[src/rtl/uart_bus_master.sv]
// UART-driven single-word bus initiator: 'W'/'R' command frames in on uart_rx,
// one MMIO bus cycle per command, ACK/NAK or read data back on uart_tx.
module uart_bus_master #(
  parameter int         CLK_DIV  = 16,
  parameter logic [7:0] ACK_BYTE = 8'h06,
  parameter logic [7:0] NAK_BYTE = 8'h15
) (
  input  logic        clk,
  input  logic        resetn,
  input  logic        uart_rx,
  output logic        uart_tx,
  output logic        bus_req,
  input  logic        bus_gnt,
  output logic [31:0] memAddress,
  output logic [31:0] memWriteData,
  output logic [3:0]  byteMask,
  output logic        memWrite,
  input  logic [31:0] memReadData
);

  localparam int            CW       = $clog2(CLK_DIV);
  localparam logic [CW-1:0] CNT_HALF = CW'(CLK_DIV / 2 - 1);
  localparam logic [CW-1:0] CNT_FULL = CW'(CLK_DIV - 1);

  typedef enum logic [1:0] {RX_IDLE, RX_START, RX_DATA, RX_STOP} rx_state_t;
  typedef enum logic [2:0] {IDLE, GET_ADDR, GET_DATA, REQ, BUS_WR, BUS_RD, BUS_CAP, SEND} state_t;

  // receiver
  logic [1:0]    rx_sync_q, rx_sync_d;
  logic          rx_prev_q, rx_prev_d;
  rx_state_t     rx_state_q, rx_state_d;
  logic [CW-1:0] rx_cnt_q, rx_cnt_d;
  logic [2:0]    rx_bit_q, rx_bit_d;
  logic [7:0]    rx_shift_q, rx_shift_d;
  logic          rx_s, rx_valid, rx_ferr;

  // command engine
  state_t        state_q, state_d;
  logic          is_wr_q, is_wr_d;
  logic [1:0]    byte_cnt_q, byte_cnt_d;
  logic [31:0]   addr_q, addr_d;
  logic [31:0]   data_q, data_d;

  // transmitter
  logic [9:0]    tx_shift_q, tx_shift_d;
  logic          tx_active_q, tx_active_d;
  logic [CW-1:0] tx_cnt_q, tx_cnt_d;
  logic [3:0]    tx_bit_q, tx_bit_d;
  logic [23:0]   tx_buf_q, tx_buf_d;
  logic [1:0]    tx_left_q, tx_left_d;
  logic          tx_load;
  logic [31:0]   tx_load_data;
  logic [1:0]    tx_load_left;

  assign rx_s = rx_sync_q[1];

  always_comb begin
    rx_sync_d  = {rx_sync_q[0], uart_rx};
    rx_prev_d  = rx_s;
    rx_state_d = rx_state_q;
    rx_cnt_d   = rx_cnt_q + 1'b1;
    rx_bit_d   = rx_bit_q;
    rx_shift_d = rx_shift_q;
    rx_valid   = 1'b0;
    rx_ferr    = 1'b0;
    case (rx_state_q)
      RX_IDLE: begin
        rx_cnt_d = '0;
        if (rx_prev_q && !rx_s) rx_state_d = RX_START;
      end
      RX_START: begin
        // a start bit that is high again at mid-bit was line noise
        if (rx_cnt_q == CNT_HALF) begin
          rx_cnt_d   = '0;
          rx_bit_d   = '0;
          rx_state_d = rx_s ? RX_IDLE : RX_DATA;
        end
      end
      RX_DATA: begin
        if (rx_cnt_q == CNT_FULL) begin
          rx_cnt_d   = '0;
          rx_shift_d = {rx_s, rx_shift_q[7:1]};
          rx_bit_d   = rx_bit_q + 3'd1;
          if (rx_bit_q == 3'd7) rx_state_d = RX_STOP;
        end
      end
      RX_STOP: begin
        if (rx_cnt_q == CNT_FULL) begin
          rx_cnt_d   = '0;
          rx_valid   = rx_s;
          rx_ferr    = !rx_s;
          rx_state_d = RX_IDLE;
        end
      end
      default: rx_state_d = RX_IDLE;
    endcase
  end

  always_comb begin
    state_d      = state_q;
    is_wr_d      = is_wr_q;
    byte_cnt_d   = byte_cnt_q;
    addr_d       = addr_q;
    data_d       = data_q;
    tx_load      = 1'b0;
    tx_load_data = {24'h0, NAK_BYTE};
    tx_load_left = 2'd0;
    case (state_q)
      IDLE: begin
        if (rx_valid) begin
          byte_cnt_d = 2'd0;
          if (rx_shift_q == 8'h57) begin
            is_wr_d = 1'b1;
            state_d = GET_ADDR;
          end else if (rx_shift_q == 8'h52) begin
            is_wr_d = 1'b0;
            state_d = GET_ADDR;
          end else begin
            tx_load = 1'b1;
          end
        end else if (rx_ferr) begin
          tx_load = 1'b1;
        end
      end
      GET_ADDR, GET_DATA: begin
        if (rx_ferr) begin
          tx_load = 1'b1;
          state_d = IDLE;
        end else if (rx_valid) begin
          byte_cnt_d = byte_cnt_q + 2'd1;
          if (state_q == GET_ADDR) addr_d = {rx_shift_q, addr_q[31:8]};
          else                     data_d = {rx_shift_q, data_q[31:8]};
          if (byte_cnt_q == 2'd3) begin
            if (state_q == GET_ADDR && is_wr_q) state_d = GET_DATA;
            else                                state_d = REQ;
          end
        end
      end
      REQ: begin
        if (bus_gnt) state_d = is_wr_q ? BUS_WR : BUS_RD;
      end
      BUS_WR: begin
        tx_load      = 1'b1;
        tx_load_data = {24'h0, ACK_BYTE};
        state_d      = SEND;
      end
      BUS_RD: state_d = BUS_CAP;
      BUS_CAP: begin
        tx_load      = 1'b1;
        tx_load_data = memReadData;
        tx_load_left = 2'd3;
        state_d      = SEND;
      end
      SEND: begin
        if (!tx_active_q) state_d = IDLE;
      end
      default: state_d = IDLE;
    endcase
  end

  // frames are reloaded straight after the stop bit, so queued bytes leave back-to-back
  always_comb begin
    tx_shift_d  = tx_shift_q;
    tx_active_d = tx_active_q;
    tx_cnt_d    = tx_cnt_q;
    tx_bit_d    = tx_bit_q;
    tx_buf_d    = tx_buf_q;
    tx_left_d   = tx_left_q;
    if (tx_load) begin
      tx_shift_d  = {1'b1, tx_load_data[7:0], 1'b0};
      tx_buf_d    = tx_load_data[31:8];
      tx_left_d   = tx_load_left;
      tx_active_d = 1'b1;
      tx_cnt_d    = '0;
      tx_bit_d    = 4'd0;
    end else if (tx_active_q) begin
      if (tx_cnt_q == CNT_FULL) begin
        tx_cnt_d = '0;
        if (tx_bit_q == 4'd9) begin
          if (tx_left_q != 2'd0) begin
            tx_shift_d = {1'b1, tx_buf_q[7:0], 1'b0};
            tx_buf_d   = {8'h00, tx_buf_q[23:8]};
            tx_left_d  = tx_left_q - 2'd1;
            tx_bit_d   = 4'd0;
          end else begin
            tx_active_d = 1'b0;
          end
        end else begin
          tx_shift_d = {1'b1, tx_shift_q[9:1]};
          tx_bit_d   = tx_bit_q + 4'd1;
        end
      end else begin
        tx_cnt_d = tx_cnt_q + 1'b1;
      end
    end
  end

  always_ff @(posedge clk or negedge resetn) begin
    if (!resetn) begin
      rx_sync_q   <= '0;
      rx_prev_q   <= 1'b0;
      rx_state_q  <= RX_IDLE;
      rx_cnt_q    <= '0;
      rx_bit_q    <= '0;
      rx_shift_q  <= '0;
      state_q     <= IDLE;
      is_wr_q     <= 1'b0;
      byte_cnt_q  <= '0;
      addr_q      <= '0;
      data_q      <= '0;
      tx_shift_q  <= '1;
      tx_active_q <= 1'b0;
      tx_cnt_q    <= '0;
      tx_bit_q    <= '0;
      tx_buf_q    <= '0;
      tx_left_q   <= '0;
    end else begin
      rx_sync_q   <= rx_sync_d;
      rx_prev_q   <= rx_prev_d;
      rx_state_q  <= rx_state_d;
      rx_cnt_q    <= rx_cnt_d;
      rx_bit_q    <= rx_bit_d;
      rx_shift_q  <= rx_shift_d;
      state_q     <= state_d;
      is_wr_q     <= is_wr_d;
      byte_cnt_q  <= byte_cnt_d;
      addr_q      <= addr_d;
      data_q      <= data_d;
      tx_shift_q  <= tx_shift_d;
      tx_active_q <= tx_active_d;
      tx_cnt_q    <= tx_cnt_d;
      tx_bit_q    <= tx_bit_d;
      tx_buf_q    <= tx_buf_d;
      tx_left_q   <= tx_left_d;
    end
  end

  // bus outputs stay zero outside the bus cycle so masters can be OR-combined
  always_comb begin
    bus_req      = (state_q == REQ) || (state_q == BUS_WR) ||
                   (state_q == BUS_RD) || (state_q == BUS_CAP);
    memAddress   = ((state_q == BUS_WR) || (state_q == BUS_RD)) ? addr_q : 32'h0;
    memWriteData = (state_q == BUS_WR) ? data_q : 32'h0;
    byteMask     = (state_q == BUS_WR) ? 4'hF : 4'h0;
    memWrite     = (state_q == BUS_WR);
  end

  assign uart_tx = tx_shift_q[0];

endmodule
[config.mk]
export PLATFORM = sky130hd
export DESIGN_NAME = uart_bus_master
export DESIGN_NICKNAME = d
export VERILOG_FILES = /design/src/rtl/uart_bus_master.sv
export SDC_FILE = /design/constraint.sdc
export NUM_CORES = 1
export LEC_CHECK = 0
export ABC_CLOCK_PERIOD_IN_PS = 2100
export CAP_MARGIN = 15
export CORE_MARGIN = 4
export CORE_UTILIZATION = 49
export DETAILED_ROUTE_END_ITERATION = 8
export PLACE_DENSITY = 0.88
export SKIP_LAST_GASP = 1
export SLEW_MARGIN = 40
export SYNTH_ARGS = -nofsm -noshare
export SYNTH_HDL_FRONTEND = slang
export SYNTH_SLANG_ARGS = --single-unit
[constraint.sdc]
create_clock -name clk -period 2.1 [get_ports clk]
set_input_delay 0.21 -clock clk [delete_from_list [all_inputs] [get_ports clk]]
set_output_delay 0.21 -clock clk [all_outputs]
set_load 0.05 [all_outputs]
# Yosys cells after proc, flatten, opt, wreduce, memory -nomap -nowiden
# Cells that the tools add are included.
# word_totals
out_inout_bits	71
wordCells	159
input_bits	36
register_bits	135
# classes
mux	72
bitwise	2
eq_ne	32
n_reduce_logical	30
n_addsub	6
# ops
operator	count
24-bit two-way mux	5
32-bit two-way mux	2
32-bit case mux with 2 select lines	1
10-bit two-way mux	5
4-bit two-way mux	11
2-bit two-way mux	15
3-bit two-way mux	10
2-bit != test, second input constant	10
3-bit case mux with 6 select lines	1
1-bit two-way mux	17
8-bit by 7-bit == test with 1-bit output, second input constant	2
4-bit AND reduction	4
2-bit nonzero test	8
3-bit == test, second input constant	5
4-bit by 1-bit adder with 4-bit output, second input constant	3
4-bit == test, second input constant	3
4-bit case mux with 3 select lines	1
3-bit != test, second input constant	3
3-bit AND reduction	3
2-bit case mux with 4 select lines	1
2-bit == test, second input constant	3
3-bit by 2-bit == test with 1-bit output, second input constant	2
3-bit case mux with 2 select lines	1
6-bit AND reduction	1
18 further kinds	25

# Logic depth before layout (Yosys ltp)
# logic_depth
depth_word	8
depth_mapped	9
mapped_depth_nobuf	7

# Worst setup path after synthesis
# Ideal clock, no wire load.
# synth_timing
path_type	register -> output
startpoint	reg state_q[0]
endpoint	out memWriteData[22]
t_arrival_ns	2.165
path_stages_with_launch	6
t_required_ns	1.890
slack_ns	-0.275
path_buffers	2
cell_sequence	dfrtp_1 > buf_2 > nand2b_1 > nor2_1 > clkbuf_1 > and2_1
# synth_between
elab_chain_len	2
# synth_rtl
element	line	source
start: declaration	38	state_t state_q, state_d;
start signal: assignment	224	state_q <= state_d;
3-bit == test	n/a	
via memWrite	17	output logic memWrite,
32-bit two-way mux	243	memWriteData = (state_q == BUS_WR) ? data_q : 32'h0;
end: declaration	15	output logic [31:0] memWriteData,
# The timed path passes the listed nets, and every way through them passes these cells.

# Final worst setup path
# layout_timing
startpoint	reg state_q[2]
endpoint	out memWriteData[18]
# layout_between
elab_chain_len	2
# layout_rtl
element	line
3-bit == test	243
32-bit two-way mux	243
# Every way passes these cells.

==> run metrics <==
outcome finished clean; Yosys reg bits 134; DP HPWL about 11000 µm; cell taking the most area after synthesis dfrtp_1; largest net degree at the start of global routing 58; num rows 42; pre-CTS setup slack -0.00615 ns; Area growth syn-to-layout 39.1%; EDFF count, synth 0; Routed Wire Length approximately 17000 µm; vias in the first global route 5341; Yosys top cell area share 47.6%; DR DRC count 0; critical register-to-register path startpoint rx_cnt_q[1]; CP arrival 1.83 ns; Initial Util 49.9%; part of the Yosys area used for sequential elements roughly 50%; Clock Pin Slew Worst Setup and Hold Paths approximately 0.060 ns; fin crit period approximately 2.0 ns; nets 769; Cell Area, Synth ~6600 µm²; Antenna diodes 0; Fillers roughly 890; Final ANT Viol Nets 0; Synth async-reset ratio 100%; worst skew pair latency 0.42 ns; gr usage total 22.3%; critical path class reg -> out; RD Place Congestion roughly 0.90; CTS Buf Count 17; CP Capture Type output port; clock sinks 134; Critical Path RT 1.89 ns; LEAKAGE 4.37 nW; startpoint types register; Power Dens Cells between 700 and 800 nW/µm²; Total Power between 6 and 7 mW; Overflow after GRT 0; max-slew violation count 0; Hold WC Path Type in -> reg; WL per Instance between 15 and 20 µm; crit-path max FO 20; antenna violations before repair 0; root buffer cell clkbuf_16; Vias/cell roughly 5.8; Syn Nets roughly 650; Worst Setup Slack, final between 0.05 and 0.06 ns; clock skew ~0.0063 ns; FMAX slightly below 0.5 GHz; layout cell share with drive strength beyond 1 33.6%; Distinct cells, synth 54; H-tree depth 4; core area ~13000 µm²; Synth Warn # 0; synth top area cells dfrtp_1 (48%), mux2_2 (10%), dfstp_2 (3.6%); CTS tree built; number of buffers on the longest clock path 2; setup TNS 0 ns; Avg Synthesized Cell Area ~11 µm²; first-pass GRT wire length about 27000 µm; Detailed Routing Iterations Pass 1 5; DRT iter0 DRCs 516; Vert. Die Dim around 120 µm; Post-Syn Instances approximately 600; worst slew pin tran around 0.55 ns; Die X-Extent ~120 µm; period utilization 97.3%; number of I/O pins ~110; VDD IR max 0.521 mV; Max-slew headroom 63.0%; maxcap violations 0; Die ar. between 15000 and 20000 µm²; Commonest cells post-synth dfrtp_1 (125), mux2_2 (61), nor2_1 (44); worst hold start uart_rx; Top FF cell, synth dfrtp_1; Via Count ~5.3k; input/output buffers ~110; count leader, synth dfrtp_1; Hold Violations, Final 0; CP Launch Point state_q[2]; # setup viols final 0
-- state kept, by name, indices dropped and copies added, names as in the netlist, named ones only --
name         flops
tx_active_q      1
addr_q          32
rx_state_q       1
rx_sync_q        2
tx_cnt_q         4
rx_shift_q       8
tx_buf_q        24
rx_prev_q        1
data_q          32
state_q          3
tx_shift_q       9
rx_bit_q         3
rx_cnt_q         4
is_wr_q          1
tx_left_q        2
tx_bit_q         4
byte_cnt_q       2
-- logic make-up (layout without fill, tap and decap cells) --
group,Yosys count,count (layout),share of synthesized area (%)
simple gates,216,216,18.2
flops,134,134,51.2
compound gates,109,109,11.5
mux,73,73,12.5
buf+inv,57,192,4.39
fa+ha+maj,8,8,1.52
xor+xnor,5,5,0.666
-- routing by layer --
layer / vias to the layer above / global-route usage (%) / part of all wire, %
met5: - / 0 / 0
met4: 0 / 6.37 / 1.2
met3: 27 / 6.58 / 5.8
met2: 187 / 38.1 / 52
met1: 2648 / 27.4 / 41
li1: 2390 / - / -
-- power by group --
group,total (mW),internal [mW],switching [mW]
sequential,2.75,2.69,0.0625
combinational,0.671,0.289,0.382
clock,3.07,1.91,1.16
-- final cells by class --
| cell class | instances | area, µm² | share of cell area (%) |
|---|---|---|---|
| sequential | 134 | 3370 | 36.8 |
| clock buffer | 18 | 439 | 4.80 |
| timing repair buffer | 148 | 1880 | 20.6 |
| tap | 176 | 220 | 2.41 |
| multi-input combinational | 411 | 3020 | 33.0 |
| inverter | 13 | 48.8 | 0.533 |
| clock inverter | 13 | 173 | 1.89 |
-- worst max-delay path: stages, from the launching register on --
cell and delay, ns:
dfrtp_2 0.43, buf_12 0.16, nand2b_4 0.11, nor2_4 0.04, buf_12 0.15, clkbuf_16 0.16, and2_1 0.19, buf_12 0.16
-- placed cells by master, fill, tap and decap left out, types with 12 or more instances in the layout --
master	netlist	final
clkdlybuf4s50_1	0	35
o21ai_0	15	15
buf_4	9	59
a21oi_1	22	22
nor2_1	44	42
clkbuf_16	0	20
inv_1	12	12
o21a_1	17	17
nand3_1	12	12
and2_1	33	30
dfrtp_1	125	123
nor3_1	18	18
buf_12	0	46
mux2_2	61	61
and3_1	32	32
nand2_1	43	41
-- per-stage QoR --
step / instance area [µm²] / instances / util [%] / hold WS (ns)
after CTS: 8980 / 908 / 68.1 / 0.230
after global routing: 9150 / 913 / 69.4 / 0.225
after detailed placement: 8200 / 870 / 62.1 / 0.213
after global placement: 8200 / 870 / 62.1 / 0.211
final: 9150 / 913 / 69.4 / 0.239
after floorplan: 6580 / 602 / - / -0.0856
-- final timing paths --
kind                                    endpoint  slack (ns)  depth (start not counted)
worst max-delay path            memWriteData[18]        0.06                          7
worst min-delay path                rx_sync_q[0]        0.24                          1
worst max register to register       tx_buf_q[1]        0.06                          8
worst min register to register      rx_sync_q[1]        0.36                          0
max in group asynchronous           tx_buf_q[21]        1.00                          3
min in group asynchronous            tx_bit_q[3]        0.32                          2
-- what timing repair did --
item | CTS | global route
cloned | 2 | 3
pin swaps | 1 | 4
buffers inserted | 4 | 2
endpoints found under the setup margin | 45 | 70
hold buffers | 1 | 0
endpoints found under the hold margin | 46 | 0
resized for setup | 16 | 17
No activity file was read; power rests on OpenSTA's default activity.
